===== src/rtl/fifo_pkg.sv =====
// Shared constants and helpers for the parameterised synchronous FIFO.
// Holds the default geometry and the log2 helper that sizes the pointers.
package fifo_pkg;

    localparam int FIFO_DEF_DW  = 8;
    localparam int FIFO_DEF_DEP = 16;

    // Status flags decoded from the registered fill level.
    typedef struct packed {
        logic full;
        logic empty;
        logic hf;
        logic amf;
        logic ame;
    } fifo_status_t;

    // Smallest n with 2**n >= value.
    function automatic int clog2(input int value);
        int r;
        r = 0;
        for (int v = value - 1; v > 0; v = v >> 1) begin
            r = r + 1;
        end
        return r;
    endfunction

endpackage


===== src/rtl/fifo_mem.sv =====
// DW x DEP storage array for sync_fifo_param: one synchronous write port,
// one asynchronous read port, contents never reset.
module fifo_mem
    import fifo_pkg::*;
#(
    parameter int DW  = FIFO_DEF_DW,
    parameter int DEP = FIFO_DEF_DEP,
    parameter int AW  = clog2(FIFO_DEF_DEP)
) (
    input  logic          clk,
    input  logic          i_we,
    input  logic [AW-1:0] i_waddr,
    input  logic [DW-1:0] i_wdata,
    input  logic [AW-1:0] i_raddr,
    output logic [DW-1:0] o_rdata
);

    logic [DW-1:0] r_mem [DEP];

    always_ff @(posedge clk) begin
        if (i_we) begin
            r_mem[i_waddr] <= i_wdata;
        end
    end

    assign o_rdata = r_mem[i_raddr];

endmodule


===== src/rtl/sync_fifo_param.sv =====
// Parameterised synchronous FIFO with threshold flags and sticky error flags.
// Define FIFO_FWFT_EN for first-word fall-through; default is registered read data.
module sync_fifo_param
    import fifo_pkg::*;
#(
    parameter int DW  = FIFO_DEF_DW,
    parameter int DEP = FIFO_DEF_DEP,
    localparam int AW = clog2(DEP)
) (
    input  logic          clk,
    input  logic          rstn,
    input  logic          w_en,
    input  logic          r_en,
    input  logic [DW-1:0] data_in,
    input  logic          flush,
    input  logic          clr_err,
    input  logic [AW:0]   afull_th,
    input  logic [AW:0]   aempty_th,
    output logic [DW-1:0] data_out,
    output logic          full,
    output logic          empty,
    output logic          hf,
    output logic          amf,
    output logic          ame,
    output logic          of,
    output logic          uf,
    output logic [AW:0]   count
);

    localparam logic [AW:0] L_DEP  = (AW+1)'(DEP);
    localparam logic [AW:0] L_HALF = (AW+1)'(DEP / 2);
    localparam logic [AW:0] L_ONE  = (AW+1)'(1);

    logic [AW:0]   r_wr_ptr;
    logic [AW:0]   r_rd_ptr;
    logic [AW:0]   r_count;
    logic          r_of;
    logic          r_uf;

    logic [AW:0]   w_wr_ptr_nxt;
    logic [AW:0]   w_rd_ptr_nxt;
    logic          w_wr_acc;
    logic          w_rd_acc;
    logic          w_of_set;
    logic          w_uf_set;
    logic [DW-1:0] w_mem_rdata;
    fifo_status_t  w_status;

    // Flags come from the registered count, so they settle one cycle after the edge.
    assign w_status.full  = (r_count == L_DEP);
    assign w_status.empty = (r_count == '0);
    assign w_status.hf    = (r_count >= L_HALF);
    assign w_status.amf   = (r_count >= afull_th);
    assign w_status.ame   = (r_count <= aempty_th);

    assign w_wr_acc = w_en && !w_status.full  && !flush;
    assign w_rd_acc = r_en && !w_status.empty && !flush;
    assign w_of_set = w_en && w_status.full  && !flush;
    assign w_uf_set = r_en && w_status.empty && !flush;

    assign w_wr_ptr_nxt = flush    ? '0 :
                          w_wr_acc ? r_wr_ptr + L_ONE : r_wr_ptr;
    assign w_rd_ptr_nxt = flush    ? '0 :
                          w_rd_acc ? r_rd_ptr + L_ONE : r_rd_ptr;

    always_ff @(posedge clk or negedge rstn) begin
        if (!rstn) begin
            r_wr_ptr <= '0;
            r_rd_ptr <= '0;
            r_count  <= '0;
        end else begin
            r_wr_ptr <= w_wr_ptr_nxt;
            r_rd_ptr <= w_rd_ptr_nxt;
            r_count  <= w_wr_ptr_nxt - w_rd_ptr_nxt;
        end
    end

    // A new error in the same cycle as clr_err keeps the flag set.
    always_ff @(posedge clk or negedge rstn) begin
        if (!rstn) begin
            r_of <= 1'b0;
            r_uf <= 1'b0;
        end else begin
            r_of <= w_of_set ? 1'b1 : (clr_err ? 1'b0 : r_of);
            r_uf <= w_uf_set ? 1'b1 : (clr_err ? 1'b0 : r_uf);
        end
    end

    fifo_mem #(
        .DW  (DW),
        .DEP (DEP),
        .AW  (AW)
    ) u_mem (
        .clk     (clk),
        .i_we    (w_wr_acc && rstn),
        .i_waddr (r_wr_ptr[AW-1:0]),
        .i_wdata (data_in),
        .i_raddr (r_rd_ptr[AW-1:0]),
        .o_rdata (w_mem_rdata)
    );

`ifdef FIFO_FWFT_EN
    assign data_out = w_status.empty ? '0 : w_mem_rdata;
`else
    logic [DW-1:0] r_dout;

    always_ff @(posedge clk or negedge rstn) begin
        if (!rstn) begin
            r_dout <= '0;
        end else if (flush) begin
            r_dout <= '0;
        end else if (w_rd_acc) begin
            r_dout <= w_mem_rdata;
        end
    end

    assign data_out = r_dout;
`endif

    assign full  = w_status.full;
    assign empty = w_status.empty;
    assign hf    = w_status.hf;
    assign amf   = w_status.amf;
    assign ame   = w_status.ame;
    assign of    = r_of;
    assign uf    = r_uf;
    assign count = r_count;

endmodule


===== config.mk =====
export PLATFORM = sky130hd
export DESIGN_NAME = sync_fifo_param
export DESIGN_NICKNAME = d
export VERILOG_FILES = /design/src/rtl/fifo_pkg.sv /design/src/rtl/fifo_mem.sv /design/src/rtl/sync_fifo_param.sv
export SDC_FILE = /design/constraint.sdc
export NUM_CORES = 1
export LEC_CHECK = 0
export CORE_MARGIN = 2
export CORE_UTILIZATION = 25
export CTS_CLUSTER_DIAMETER = 40
export CTS_CLUSTER_SIZE = 10
export DETAILED_ROUTE_END_ITERATION = 8
export GPL_ROUTABILITY_DRIVEN = 0
export SLEW_MARGIN = 5
export SYNTH_ARGS = -nofsm -noshare
export SYNTH_HDL_FRONTEND = slang
export SYNTH_SLANG_ARGS = --single-unit

===== constraint.sdc =====
create_clock -name clk -period 3.6 [get_ports clk]
set_input_delay 0.36 -clock clk [delete_from_list [all_inputs] [get_ports clk]]
set_output_delay 0.36 -clock clk [all_outputs]
set_load 0.1 [all_outputs]

-- Yosys cells after proc, flatten, opt, wreduce, memory -nomap -nowiden
Memories as Yosys holds them, arrays and structs flattened.
Cells that the tools add are included.
- register bits after elaboration: 25
- RAM bits: 128
- input port bits: 24
- output and inout port bits: 20
- logic and storage cells: 41
- memories: 1
- add/sub/neg operators: 3
- order comparisons: 3
- eq/ne operators: 1
- multiplexer cells: 11
- reductions and logical operators: 16
- memory list (memory ; depth ; width ; rd ports ; clocked after Yosys merged registers in ; wr ports ; line ; RTL):
    u_mem.r_mem ; 16 ; 8 ; 1 ; 0 ; 1 ; fifo_mem.sv:18 ; logic [DW-1:0] r_mem [DEP];
- operator list (kind ; number):
    $mux 5 ; 4
    $mux 8 ; 2
    $add 5x1->5 const B ; 2
    $logic_and 1x1->1 ; 9
    $reduce_bool 2->1 ; 3
    $eq 5x5->1 const B ; 1
    $ge 5x4->1 const B ; 1
    $ge 5x5->1 ; 1
    $le 5x5->1 ; 1
    $logic_not 5->1 ; 1
    $mux 1 ; 5
    $sub 5x5->5 ; 1
    $logic_not 1->1 ; 3

-- Longest topological paths before layout
Gate-level depths: netlist of the first run.
- depth in word-level cells: 7
- gate-level depth with buffers: 11
- depth with buffers taken out: 11

-- Hierarchy
From an unflattened synthesis of the first run, not the netlist that was laid out.
- cells, all modules: 366
- area, all modules: 6486.2 µm²
- modules (own cells, without submodules) (module ; instances ; cells an instance ; area an instance (µm²) ; sequential area each (µm²)):
    fifo_mem ; 1 ; 221 ; 4987.3 ; 3843.7
    sync_fifo_param ; 1 ; 145 ; 1498.9 ; 625.6

-- Worst setup path before layout of the first run
Ideal clock, no wire load.
- path kind: register to output
- from: register r_count[1], in the netlist count[1]
- to: output ame
- data arrival time: 3417 ps
- required time: 3240 ps
- path slack: -177 ps
- cell stages (with the launch flop): 7
- path buffers: 0
- cell sequence: dfrtp_1 ha_1 nor2b_1 o21a_1 o21a_1 o21a_1 o22ai_1
- longest elaborated chain between the ends: 1
- RTL lines (what ; line ; RTL):
    from (decl) ; sync_fifo_param.sv:36 ; logic [AW:0] r_count;
    from (signal assigned) ; sync_fifo_param.sv:74 ; r_count <= w_wr_ptr_nxt - w_rd_ptr_nxt;
    $le 5x5->1 ; sync_fifo_param.sv:54 ; assign w_status.ame = (r_count <= aempty_th);
    to (decl) ; sync_fifo_param.sv:24 ; output logic ame,
No other way between the ends.

-- Final worst setup path of the first run
- from: register r_count[3], in the netlist count[3]
- to: register r_count[4], in the netlist count[4]
- longest elaborated chain between the ends: 7
- elaborated cells between the ends (all ways): 13
- those cells by class: 1 x add/sub; 1 x eq/ne; 4 x mux; 7 x reduce/logical
- RTL lines (what ; line ; RTL):
    $logic_not 5->1 ; sync_fifo_param.sv:51 ; assign w_status.empty = (r_count == '0);
    $logic_not 1->1 ; sync_fifo_param.sv:57 ; assign w_rd_acc = r_en && !w_status.empty && !flush;
    $logic_and 1x1->1 (2 in series) ; sync_fifo_param.sv:57 ;
    $mux 5 ; sync_fifo_param.sv:64 ; w_rd_acc ? r_rd_ptr + L_ONE : r_rd_ptr;
    $mux 5 ; sync_fifo_param.sv:63 ; assign w_rd_ptr_nxt = flush ? '0 :
    named net w_rd_ptr_nxt[0] ; sync_fifo_param.sv:41 ; logic [AW:0] w_rd_ptr_nxt;
    $sub 5x5->5 ; sync_fifo_param.sv:74 ;
The timed path passes the listed nets, and every way through them passes these cells.
A chain may end at the register's enable or synchronous reset.

==> results of run 1 <==
through the flow:
stage	hold WS, ns	instances
detailed placement	0.523	760
finish	0.381	792
global route	0.420	792
floorplan	0.0644	380
CTS	0.383	792
global placement	0.503	760
final timing paths:
check	startpoint	end	slack [ns]	cells after the start
max in group asynchronous	rstn	r_rd_ptr[0]	2.94	2
hold / removal	rstn	count[1]	0.38	2
setup reg to reg	count[3]	count[4]	0.40	11
setup / recovery	count[3]	count[4]	0.40	11
hold reg to reg	data_out[0]	data_out[0]	0.53	2
min in group clk	data_out[0]	data_out[0]	0.53	2
worst max-delay path, cell delays in order, from the launching register on:
cell and delay (ns):
sky130_fd_sc_hd__dfrtp_1 0.43, sky130_fd_sc_hd__or4_4 0.61, sky130_fd_sc_hd__o21a_1 0.26, sky130_fd_sc_hd__xnor2_1 0.15, sky130_fd_sc_hd__nor2_1 0.17, sky130_fd_sc_hd__ha_1 0.20
sky130_fd_sc_hd__inv_1 0.06, sky130_fd_sc_hd__fa_1 0.40, sky130_fd_sc_hd__a21o_1 0.20, sky130_fd_sc_hd__a21oi_1 0.17, sky130_fd_sc_hd__a21bo_2 0.25, sky130_fd_sc_hd__o32ai_2 0.21
cells in the mapped netlist:
| cell | instances | area share [%] |
|---|---|---|
| sky130_fd_sc_hd__and3b_1 | 2 | 0.27 |
| sky130_fd_sc_hd__or2_2 | 6 | 0.58 |
| sky130_fd_sc_hd__edfxtp_1 | 128 | 60 |
| sky130_fd_sc_hd__nor2b_1 | 4 | 0.39 |
| sky130_fd_sc_hd__nand4_1 | 3 | 0.29 |
| sky130_fd_sc_hd__a22oi_1 | 16 | 1.9 |
| sky130_fd_sc_hd__nand2b_1 | 3 | 0.29 |
| sky130_fd_sc_hd__nor2_1 | 31 | 1.8 |
| sky130_fd_sc_hd__o32ai_2 | 1 | 0.25 |
| sky130_fd_sc_hd__a21o_1 | 7 | 0.82 |
| sky130_fd_sc_hd__and4_1 | 1 | 0.14 |
| sky130_fd_sc_hd__buf_1 | 6 | 0.35 |
| sky130_fd_sc_hd__ha_1 | 19 | 3.7 |
| sky130_fd_sc_hd__mux2i_1 | 1 | 0.16 |
| sky130_fd_sc_hd__o21ai_4 | 1 | 0.25 |
| sky130_fd_sc_hd__o21a_1 | 4 | 0.47 |
| sky130_fd_sc_hd__a21oi_1 | 21 | 1.6 |
| sky130_fd_sc_hd__nand2_1 | 9 | 0.52 |
| sky130_fd_sc_hd__mux4_2 | 32 | 11 |
| sky130_fd_sc_hd__nand3_1 | 2 | 0.16 |
| sky130_fd_sc_hd__buf_2 | 5 | 0.39 |
| sky130_fd_sc_hd__buf_4 | 1 | 0.12 |
| sky130_fd_sc_hd__o21ai_2 | 1 | 0.14 |
| sky130_fd_sc_hd__inv_1 | 17 | 0.99 |
| sky130_fd_sc_hd__xor2_2 | 1 | 0.25 |
| sky130_fd_sc_hd__nor3_1 | 5 | 0.39 |
| sky130_fd_sc_hd__nor4_1 | 3 | 0.29 |
| sky130_fd_sc_hd__nand3b_1 | 1 | 0.12 |
| sky130_fd_sc_hd__a21bo_2 | 1 | 0.16 |
| sky130_fd_sc_hd__clkbuf_1 | 5 | 0.29 |
| sky130_fd_sc_hd__o22ai_1 | 1 | 0.097 |
| sky130_fd_sc_hd__fa_1 | 1 | 0.31 |
| sky130_fd_sc_hd__xor2_1 | 4 | 0.54 |
| sky130_fd_sc_hd__a21boi_1 | 1 | 0.12 |
| sky130_fd_sc_hd__clkbuf_2 | 1 | 0.078 |
| sky130_fd_sc_hd__xnor2_1 | 5 | 0.68 |
| sky130_fd_sc_hd__dfrtp_1 | 25 | 9.7 |
| sky130_fd_sc_hd__or4_4 | 1 | 0.17 |
| sky130_fd_sc_hd__o21ai_0 | 2 | 0.16 |
| sky130_fd_sc_hd__and2_1 | 2 | 0.19 |
layout make-up:
cell class	instances	area [um2]	share of cell area (%)
timing repair buffer	68	608	7.61
inverter	17	63.8	0.798
sequential	153	4470	55.9
clock buffer	23	468	5.85
clock inverter	9	138	1.72
multi-input combinational	192	1830	22.9
tap	330	413	5.16
logic make-up (layout without fill, tap and decap cells):
logic type / count (synthesis) / count (layout)
DFF: 153 / 153
AOI/OAI and AO/OA: 56 / 56
muxes: 33 / 33
xor gates and xnor gates: 10 / 10
adders and majority gates: 20 / 20
and+or+nand+nor: 73 / 73
buffers and inverters: 35 / 117
power by group:
group	internal [mW]	leakage, nW	switching [mW]
combinational	0.548	1.01	1.02
sequential	1.99	1.49	0.0801
clock	1.13	0.293	0.674
total	3.68	2.79	1.77
routing by layer:
metal / vias to the layer above / global-route usage [%] / wire [um]
li1: 1605 / - / -
met1: 1815 / 14.6 / 6320
met2: 122 / 17.7 / 6560
met3: 14 / 3.21 / 934
met4: 0 / 2.53 / 145
met5: - / 0 / 0
sequential cells by signal (all words and copies together) (netlist names):
| name | cells |
|---|---|
| u_mem.r_mem | 128 |
| data_out | 8 |
| count | 5 |
| r_rd_ptr | 5 |
| r_wr_ptr | 5 |
| of | 1 |
| uf | 1 |
cells in the final DEF, fill, tap and decap left out, types with 2 or more instances in the layout:
master	n
sky130_fd_sc_hd__a21o_1	7
sky130_fd_sc_hd__clkbuf_1	4
sky130_fd_sc_hd__nand4_1	3
sky130_fd_sc_hd__or2_2	6
sky130_fd_sc_hd__inv_1	17
sky130_fd_sc_hd__ha_1	19
sky130_fd_sc_hd__and2_1	2
sky130_fd_sc_hd__and3b_1	2
sky130_fd_sc_hd__inv_6	3
sky130_fd_sc_hd__o21a_1	4
sky130_fd_sc_hd__nor2_1	31
sky130_fd_sc_hd__bufinv_16	3
sky130_fd_sc_hd__clkdlybuf4s50_1	39
sky130_fd_sc_hd__a21oi_1	21
sky130_fd_sc_hd__nor3_1	5
sky130_fd_sc_hd__dfrtp_1	24
sky130_fd_sc_hd__nor2b_1	4
sky130_fd_sc_hd__xor2_1	4
sky130_fd_sc_hd__clkbuf_16	17
sky130_fd_sc_hd__mux4_2	32
sky130_fd_sc_hd__clkbuf_8	2
sky130_fd_sc_hd__edfxtp_1	128
sky130_fd_sc_hd__nand2b_1	3
sky130_fd_sc_hd__nand2_1	9
sky130_fd_sc_hd__buf_4	29
sky130_fd_sc_hd__o21ai_0	2
sky130_fd_sc_hd__xnor2_1	5
sky130_fd_sc_hd__nand3_1	2
sky130_fd_sc_hd__nor4_1	3
sky130_fd_sc_hd__a22oi_1	16
==> Flow_metrics.wiki, run 1 <==
{| class="wikitable"
! Metric !! Value
|-
| Path class of the lowest-slack min-delay path || in -> async
|-
| H-tree Lvls || 4
|-
| Worst-skew pair later-pin latency || 0.41 ns
|-
| Sequential element share of the synthesized area || 69.4%
|-
| Worst-case headroom to the max-slew limit || 30.9%
|-
| Net count after synthesis || 424
|-
| HPWL after DPL || 9.53 mm
|-
| Setup tns final || 0 ns
|-
| Placement Setup Slack || 0.429 ns
|-
| Critical Path RT || 3.91 ns
|-
| Core footprint || 0.0253 mm2
|-
| Setup crit start kind || flop
|-
| Number of failing hold endpoints at the final stage || 0
|-
| Peak clock frequency supported by timing || 312 MHz
|-
| Total number of nets in the final design || 493
|-
| Final cycle utilization of the critical path || 89.0%
|-
| Die width || 165 um
|-
| Worst Max-Slew Pin Slew || 1.03 ns
|-
| Maximum VDD drop || 0.658 mV
|-
| Fraction of synthesized area in multiplexers || 11.3%
|-
| Worst clock skew || 0.0107 ns
|-
| Clock root buffer master || sky130_fd_sc_hd__clkbuf_16
|-
| Largest family of logic cells by synthesized area || multiplexers
|-
| Number of failing setup endpoints in the final timing report || 0
|-
| Standby leakage power || 2.79 nW
|-
| Post-route DRC violation count || 0
|-
| Post-synthesis compound-gate area fraction || 5.95%
|-
| Utilization of the core after routing || 31.7%
|-
| Register bit total from synthesis || 153
|-
| Antenna violation net count after detailed routing || 0
|-
| Post-synthesis instance area || 0.00644 mm2
|-
| Max clock buf depth || 2
|-
| Avg Inst Size Synth || 16.9 um2
|-
| Power density cells || 682 mW/mm2
|-
| Post-route cell area || 0.00800 mm2
|-
| Post-route worst setup slack || 0.397 ns
|-
| Synthesized-area fraction occupied by adder cells || 4.00%
|-
| Library cells used by synthesis || 40
|-
| Number of resized instances in the post-cts repair step || 0
|-
| Kind of critical path || reg -> reg
|-
| Setup repair after global routing missed its margin || false
|-
| Pre-antenna DRT Iters || 4
|-
| Vias in the first global route || 3704
|-
| Die area || 0.0271 mm2
|-
| Global-route wire length before repair || 21.8 mm
|-
| Routed length per instance || 17.6 um
|-
| Clock transition at the registers of the reported paths || 0.06 ns
|-
| Filler cell count || 2443
|-
| Outcome || finished clean
|-
| Area growth from synthesis to final layout || 24.2%
|-
| Total power of the final layout || 5.45 mW
|-
| DR vias || 3556
|-
| Initial cell density of the core || 25.5%
|-
| Max FO, Critical Path || 6
|-
| GR Util All Layers || 11.0%
|-
| Share of final-layout standard cells stronger than drive strength 1 || 22.3%
|-
| N_diodes || 0
|-
| Die Y || 165 um
|-
| Average via count per standard cell || 4.49
|-
| Number of clock sinks || 153
|-
| TritonCTS clock tree || done
|-
| Element type at the critical path end || flop
|-
| Mapped Cells || 380
|-
| Post-detailed-placement cell area || 0.00739 mm2
|-
| Arrival time worst endpoint || 3.51 ns
|-
| TritonCTS buffer count || 17
|-
| Remaining Overflow, GRT || 0
|-
| Max cap viols || 0
|-
| Violation count after the first detailed-route iteration || 297
|-
| Post-CTS setup buffer count || 0
|-
| Hold-fix buffers at CTS || 0
|-
| Number of max-slew violations in the final report || 0
|-
| Largest net degree at the start of global routing || 35
|-
| Total number of yosys warnings || 0
|-
| Detailed Route WL || 14.0 mm
|-
| Total number of placement rows || 58
|-
| Number of antenna violations at the first check in global routing || 0
|-
| IO Pins || 44
|-
| Time the worst path needs with I/O delays and setup || 3.20 ns
|-
| Count of input and output buffers || 43
|-
| Simple logic cell fraction of the synthesized area || 5.61%
|-
| XOR/XNOR Fraction of Synth Area || 1.48%
|}
No activity file was read; power rests on OpenSTA's default activity.
==> inputs of run 2 (changes only) <==
Settings changed: PLACE_DENSITY from default to 0.37.
==> run 2 against run 1 <==
Sequential share of layout area shrank 0.31 points. Clock skew shrank 0.0036 ns. Non-clock buffer count grew 7. Critical endpoint unchanged.
==> Flow_metrics.wiki, run 2 (same netlist as run 1, synthesis figures left out) <==
{| class="wikitable"
! Metric !! Value
|-
| Outcome || finished clean
|-
| Hold-fix buffers at CTS || 0 (unchanged)
|-
| TritonCTS clock tree || done
|-
| Violation count after the first detailed-route iteration || 234 (-21%)
|-
| Post-route DRC violation count || 0 (unchanged)
|-
| Post-route worst setup slack || 0.500 ns (+0.102 ns)
|-
| Worst-case headroom to the max-slew limit || 33.3% (+2.3 points)
|-
| Most crowded layer after global routing || met2
|-
| N_diodes || 0 (unchanged)
|-
| Worst-skew pair later-pin latency || 0.43 ns (+0.02 ns)
|-
| Delay-heaviest family, CP || compound AO/OA/AOI/OAI gates
|-
| IO Pins || 44 (unchanged)
|-
| Number of failing setup endpoints in the final timing report || 0 (unchanged)
|-
| Number of max-slew violations in the final report || 0 (unchanged)
|-
| Reg-to-reg critical path endpoint || count[4]
|-
| Worst clock skew || 0.00715 ns (-0.00356 ns)
|-
| Setup crit start kind || flop
|-
| Maximum VDD drop || 0.475 mV (-28%)
|-
| Standby leakage power || 2.82 nW (+1.1%)
|-
| Maximum single-stage delay on the critical path || 0.62 ns (about the same)
|-
| Most flops, register || u_mem.r_mem
|-
| Number of clock sinks || 153 (unchanged)
|-
| Arrival time worst endpoint || 3.43 ns (-0.08 ns)
|-
| Number of resized instances in the post-cts repair step || 0 (unchanged)
|-
| Initial cell density of the core || 25.5% (unchanged)
|-
| Peak clock frequency supported by timing || 323 MHz (+3.3%)
|-
| Number of failing hold endpoints at the final stage || 0 (unchanged)
|-
| Cell total after placement || 767 (+0.92%)
|-
| Reg-to-reg critical path startpoint || count[3]
|-
| Cells along the critical path || or4_4 > o21a_1 > xnor2_1 > nor2_1 > ha_1 > inv_1 > fa_1 > a21o_1 > a21oi_1 > a21bo_2 > o32ai_2
|-
| Antenna violation net count after detailed routing || 0 (unchanged)
|-
| Clock transition at the registers of the reported paths || 0.06 ns (about the same)
|-
| Total power of the final layout || 5.50 mW (+0.95%)
|-
| Routed length per instance || 19.8 um (+12%)
|-
| H-tree Lvls || 4 (unchanged)
|-
| Setup repair after global routing missed its margin || false
|-
| GR Util All Layers || 12.5% (+1.6 points)
|-
| Die area || 0.0271 mm2 (unchanged)
|-
| Vias in the first global route || 3778 (+2.0%)
|-
| Critical Path RT || 3.93 ns (+0.02 ns)
|-
| Detailed Route WL || 15.8 mm (+13%)
|-
| TritonCTS buffer count || 17 (unchanged)
|-
| Power density cells || 684 mW/mm2 (+0.38%)
|-
| Final cycle utilization of the critical path || 86.1% (-2.8 points)
|-
| Kind of critical path || reg -> reg
|-
| Die width || 165 um (unchanged)
|-
| Count of input and output buffers || 43 (unchanged)
|-
| Pre-antenna DRT Iters || 4 (unchanged)
|-
| Utilization of the core after routing || 31.8% (+0.18 points)
|-
| Setup tns final || 0 ns (unchanged)
|-
| Average via count per standard cell || 4.36 (-2.9%)
|-
| Max FO, Critical Path || 6 (unchanged)
|-
| Setup slack on the worst flop-to-flop path || 0.50 ns (+0.10 ns)
|-
| Max clock buf depth || 2 (unchanged)
|-
| Total number of placement rows || 58 (unchanged)
|-
| Share of final-layout standard cells stronger than drive strength 1 || 23.7% (+1.4 points)
|-
| Final hold slack || 0.397 ns (+0.0160 ns)
|-
| DR vias || 3480 (-2.1%)
|-
| Largest net degree at the start of global routing || 26 (-26%)
|-
| Remaining Overflow, GRT || 0 (unchanged)
|-
| Global-route wire length before repair || 24.0 mm (+10%)
|-
| Path depth of the worst reg2reg path || 11 (unchanged)
|-
| Core footprint || 0.0253 mm2 (unchanged)
|-
| Number of antenna violations at the first check in global routing || 0 (unchanged)
|-
| Multi-input gate area || 0.00183 mm2 (unchanged)
|-
| Total number of nets in the final design || 500 (+1.4%)
|-
| Register cell area after layout || 0.00447 mm2 (unchanged)
|-
| Clock root buffer master || sky130_fd_sc_hd__clkbuf_16
|-
| Path class of the lowest-slack min-delay path || in -> async
|-
| Die Y || 165 um (unchanged)
|-
| Most frequent standard cell in the layout excluding fill and tap cells || sky130_fd_sc_hd__edfxtp_1
|-
| Post-route cell area || 0.00804 mm2 (+0.56%)
|-
| Time the worst path needs with I/O delays and setup || 3.10 ns (-0.102 ns)
|-
| Post-detailed-placement cell area || 0.00744 mm2 (+0.71%)
|-
| Commonest cells after routing, fill and taps aside || 128 x sky130_fd_sc_hd__edfxtp_1, 39 x sky130_fd_sc_hd__clkdlybuf4s50_1, 36 x sky130_fd_sc_hd__buf_4
|-
| Number of flip-flops under the largest register name || 128 (unchanged)
|-
| Element type at the critical path end || flop
|-
| Filler cell count || 2520 (+3.2%)
|-
| GR Util met3 || 3.24% (+0.025 points)
|-
| HPWL after DPL || 10.8 mm (+14%)
|-
| Max cap viols || 0 (unchanged)
|-
| Post-CTS setup buffer count || 0 (unchanged)
|-
| Final std cells w/o fill || 798 (+0.76%)
|-
| Met1 routing resource usage after global routing || 15.9% (+1.3 points)
|-
| Placement Setup Slack || 0.466 ns (+0.0371 ns)
|-
| Worst Max-Slew Pin Slew || 0.998 ns (-0.0350 ns)
|-
| Worst-path cell with the longest stage delay || sky130_fd_sc_hd__or4_4
|-
| Met2 Track Usage GR || 21.2% (+3.4 points)
|-
| Buffers and inverters on the worst path || 1 (unchanged)
|-
| Area growth from synthesis to final layout || 24.8%
|}
==> run 2: changes by cell type in the layout (fill, tap and decap cells not counted), sizes merged <==
cell,change
clkbuf,-5
clkinvlp,+1
buf,+7
clkinv,+2
inv,+1
==> run 2: routing by layer <==
metal	vias to the layer above	wire length [um]
li1	1616	-
met2	75	7910
met3	11	675
met5	-	0
met4	0	135
met1	1778	7090
==> run 2: power by group <==
| part | internal [mW] | total, mW | switching, mW |
|---|---|---|---|
| registers | 1.99 | 2.07 | 0.0765 |
| logic | 0.557 | 1.61 | 1.05 |
| clock network | 1.10 | 1.82 | 0.727 |
| total | 3.65 | 5.50 | 1.86 |
==> run 2: worst max-delay path by stage <==
| stage | startpoint | endpoint | slack, ns | cells past startpoint |
|---|---|---|---|---|
| after global placement | w_en | count[4] | 0.50 | 11 |
| final | count[3] | count[4] | 0.50 | 11 |
| after CTS | count[3] | count[4] | 0.47 | 11 |
| after floorplan | count[3] | count[4] | 0.21 | 9 |
| after global routing | count[3] | count[4] | 0.25 | 11 |
| after detailed placement | w_en | count[4] | 0.47 | 11 |
==> run 2: worst reg2reg max path, cell delays in order (launching register included) <==
cell	delay, ns
sky130_fd_sc_hd__dfrtp_1	0.45
sky130_fd_sc_hd__or4_4	0.62
sky130_fd_sc_hd__o21a_1	0.26
sky130_fd_sc_hd__xnor2_1	0.14
sky130_fd_sc_hd__nor2_1	0.15
sky130_fd_sc_hd__ha_1	0.16
sky130_fd_sc_hd__inv_1	0.06
sky130_fd_sc_hd__fa_1	0.41
sky130_fd_sc_hd__a21o_1	0.20
sky130_fd_sc_hd__a21oi_1	0.15
sky130_fd_sc_hd__a21bo_2	0.24
sky130_fd_sc_hd__o32ai_2	0.18
==> run 2: layout make-up <==
type	instances	share of cell area, %
Sequential cell	153	55.6
Multi-Input combinational cell	192	22.8
Timing Repair Buffer	75	8.22
Clock buffer	18	5.34
Tap cell	330	5.14
Clock inverter	13	2.10
Inverter	17	0.794
==> RTL edit: new RTL, flow settings as in run 1 <==
Add a define of `FIFO_FWFT_EN`.
--- a/src/rtl/sync_fifo_param.sv
+++ b/src/rtl/sync_fifo_param.sv
@@ -1,5 +1,7 @@
 // Parameterised synchronous FIFO with threshold flags and sticky error flags.
 // Define FIFO_FWFT_EN for first-word fall-through; default is registered read data.
+`define FIFO_FWFT_EN
+
 module sync_fifo_param
     import fifo_pkg::*;
 #(
Formal check against the unedited RTL: not equivalent (a bounded check fails within 4 cycles, from zero or initial values and one cycle with rstn low).
==> RTL edit against run 1 <==
- utilization fell by 0.13 points
- fmax is 4.6% higher
- power increased by 0.69%
- wire length fell by 2.8%
- setup slack improved by 140 ps
- final area down 4.1%
- global-route usage barely moved
- sequential share of layout area is 0.23 points lower
- synthesized area shrank 3.7%
- sequential power decreased by 7%
- sequential cell count shrank 8
- highest routed layer unchanged
- non-clock buffer count decreased by 3
==> RTL edit: results (changes against run 1) <==
### Run status
* **run status** complete, no violations

### Timing
* **measured slew at the worst slew-check pin** 982.3 ps, -50.80 ps
* **skew final** 10.83 ps, +0.1245 ps
* **clock period minus final worst setup slack** 3061 ps, -142.0 ps
* **worst hold slack after final layout** 375.4 ps, -5.396 ps

### Global route
* **vias in the first global route** 3377, -8.8%
* **met3 demand-to-capacity share in global routing** 0.02671, -0.005437
* **total track usage** 0.1092, -0.0004354
* **global-route track usage on met2** 0.1704, -0.007086
* **antenna violations before repair** 0, unchanged
* **met1 usage in global routing** 0.1450, -0.0006854
* **maximum number of pins on one net before global-route repair** 36, +2.9%

### Worst setup path
* **Largest stage delay, worst path** 590 ps, -20 ps
* **signal arrival time at the worst endpoint** 3380 ps, -130 ps
* **Reg2Reg Setup Slack** 540 ps, +140 ps

### Layout
* **Filler Cells Inserted** 2347, -3.9%
* **non-filler instance count after layout** 745, -5.9%
* **Nets** 453, -8.1%

### Drt
* **Starting DRT DRC Count** 283, -4.7%
* **total detailed-routing wirelength** 13570 um, -2.8%
* **met2 routed wirelength** 6490 um, -1.0%
* **number of vias in the routed layout** 3229, -9.2%
* **routed wire length on met3** 713 um, -24%

### Synthesis
* **cell types with the largest area share after synthesis** edfxtp_1, mux4_2, dfrtp_1
* **sequential element share of the synthesized area** 0.6887, -0.005260
* **async set or reset register ratio after synthesis** 0.1172, -0.04616

### Pwr
* **Worst IR Drop VDD** 0.5330 mV, -19%

### Place
* **pre-CTS setup slack** 484.5 ps, +55.19 ps
* **cell count after placement** 714, -6.1%
* **area post-placement** 7111 um2, -3.8%
* **placed wire-length estimate after detailed placement** 8664 um, -9.1%

## RTL edit: kinds of logic (layout without fill, tap and decap cells)
group,count (synthesis),count (layout),synth area share
xor+xnor,11,11,0.01675
flops,145,145,0.6887
mux,41,41,0.1470
fa+ha+maj,20,20,0.04158
compound gates,21,21,0.02382
buf+inv,33,115,0.02463
simple gates,68,68,0.05753
## RTL edit: layout make-up
class	count	area [um2]	share of cell area
Clock buffer	18	429.2	0.05596
Clock inverter	13	128.9	0.01681
Inverter	19	71.32	0.009300
Multi-Input combinational cell	161	1785	0.2328
Sequential cell	145	4270	0.5569
Tap cell	324	405.4	0.05286
Timing Repair Buffer	65	578.1	0.07538
## RTL edit: where the power goes
part | switching (mW) | leakage (nW) | internal [mW] | total, mW
Clock | 0.706 | 0.263 | 0.959 | 1.66
Combinational | 1.29 | 0.991 | 0.610 | 1.90
Sequential | 0.0444 | 1.38 | 1.88 | 1.93
Total | 2.04 | 2.63 | 3.45 | 5.49
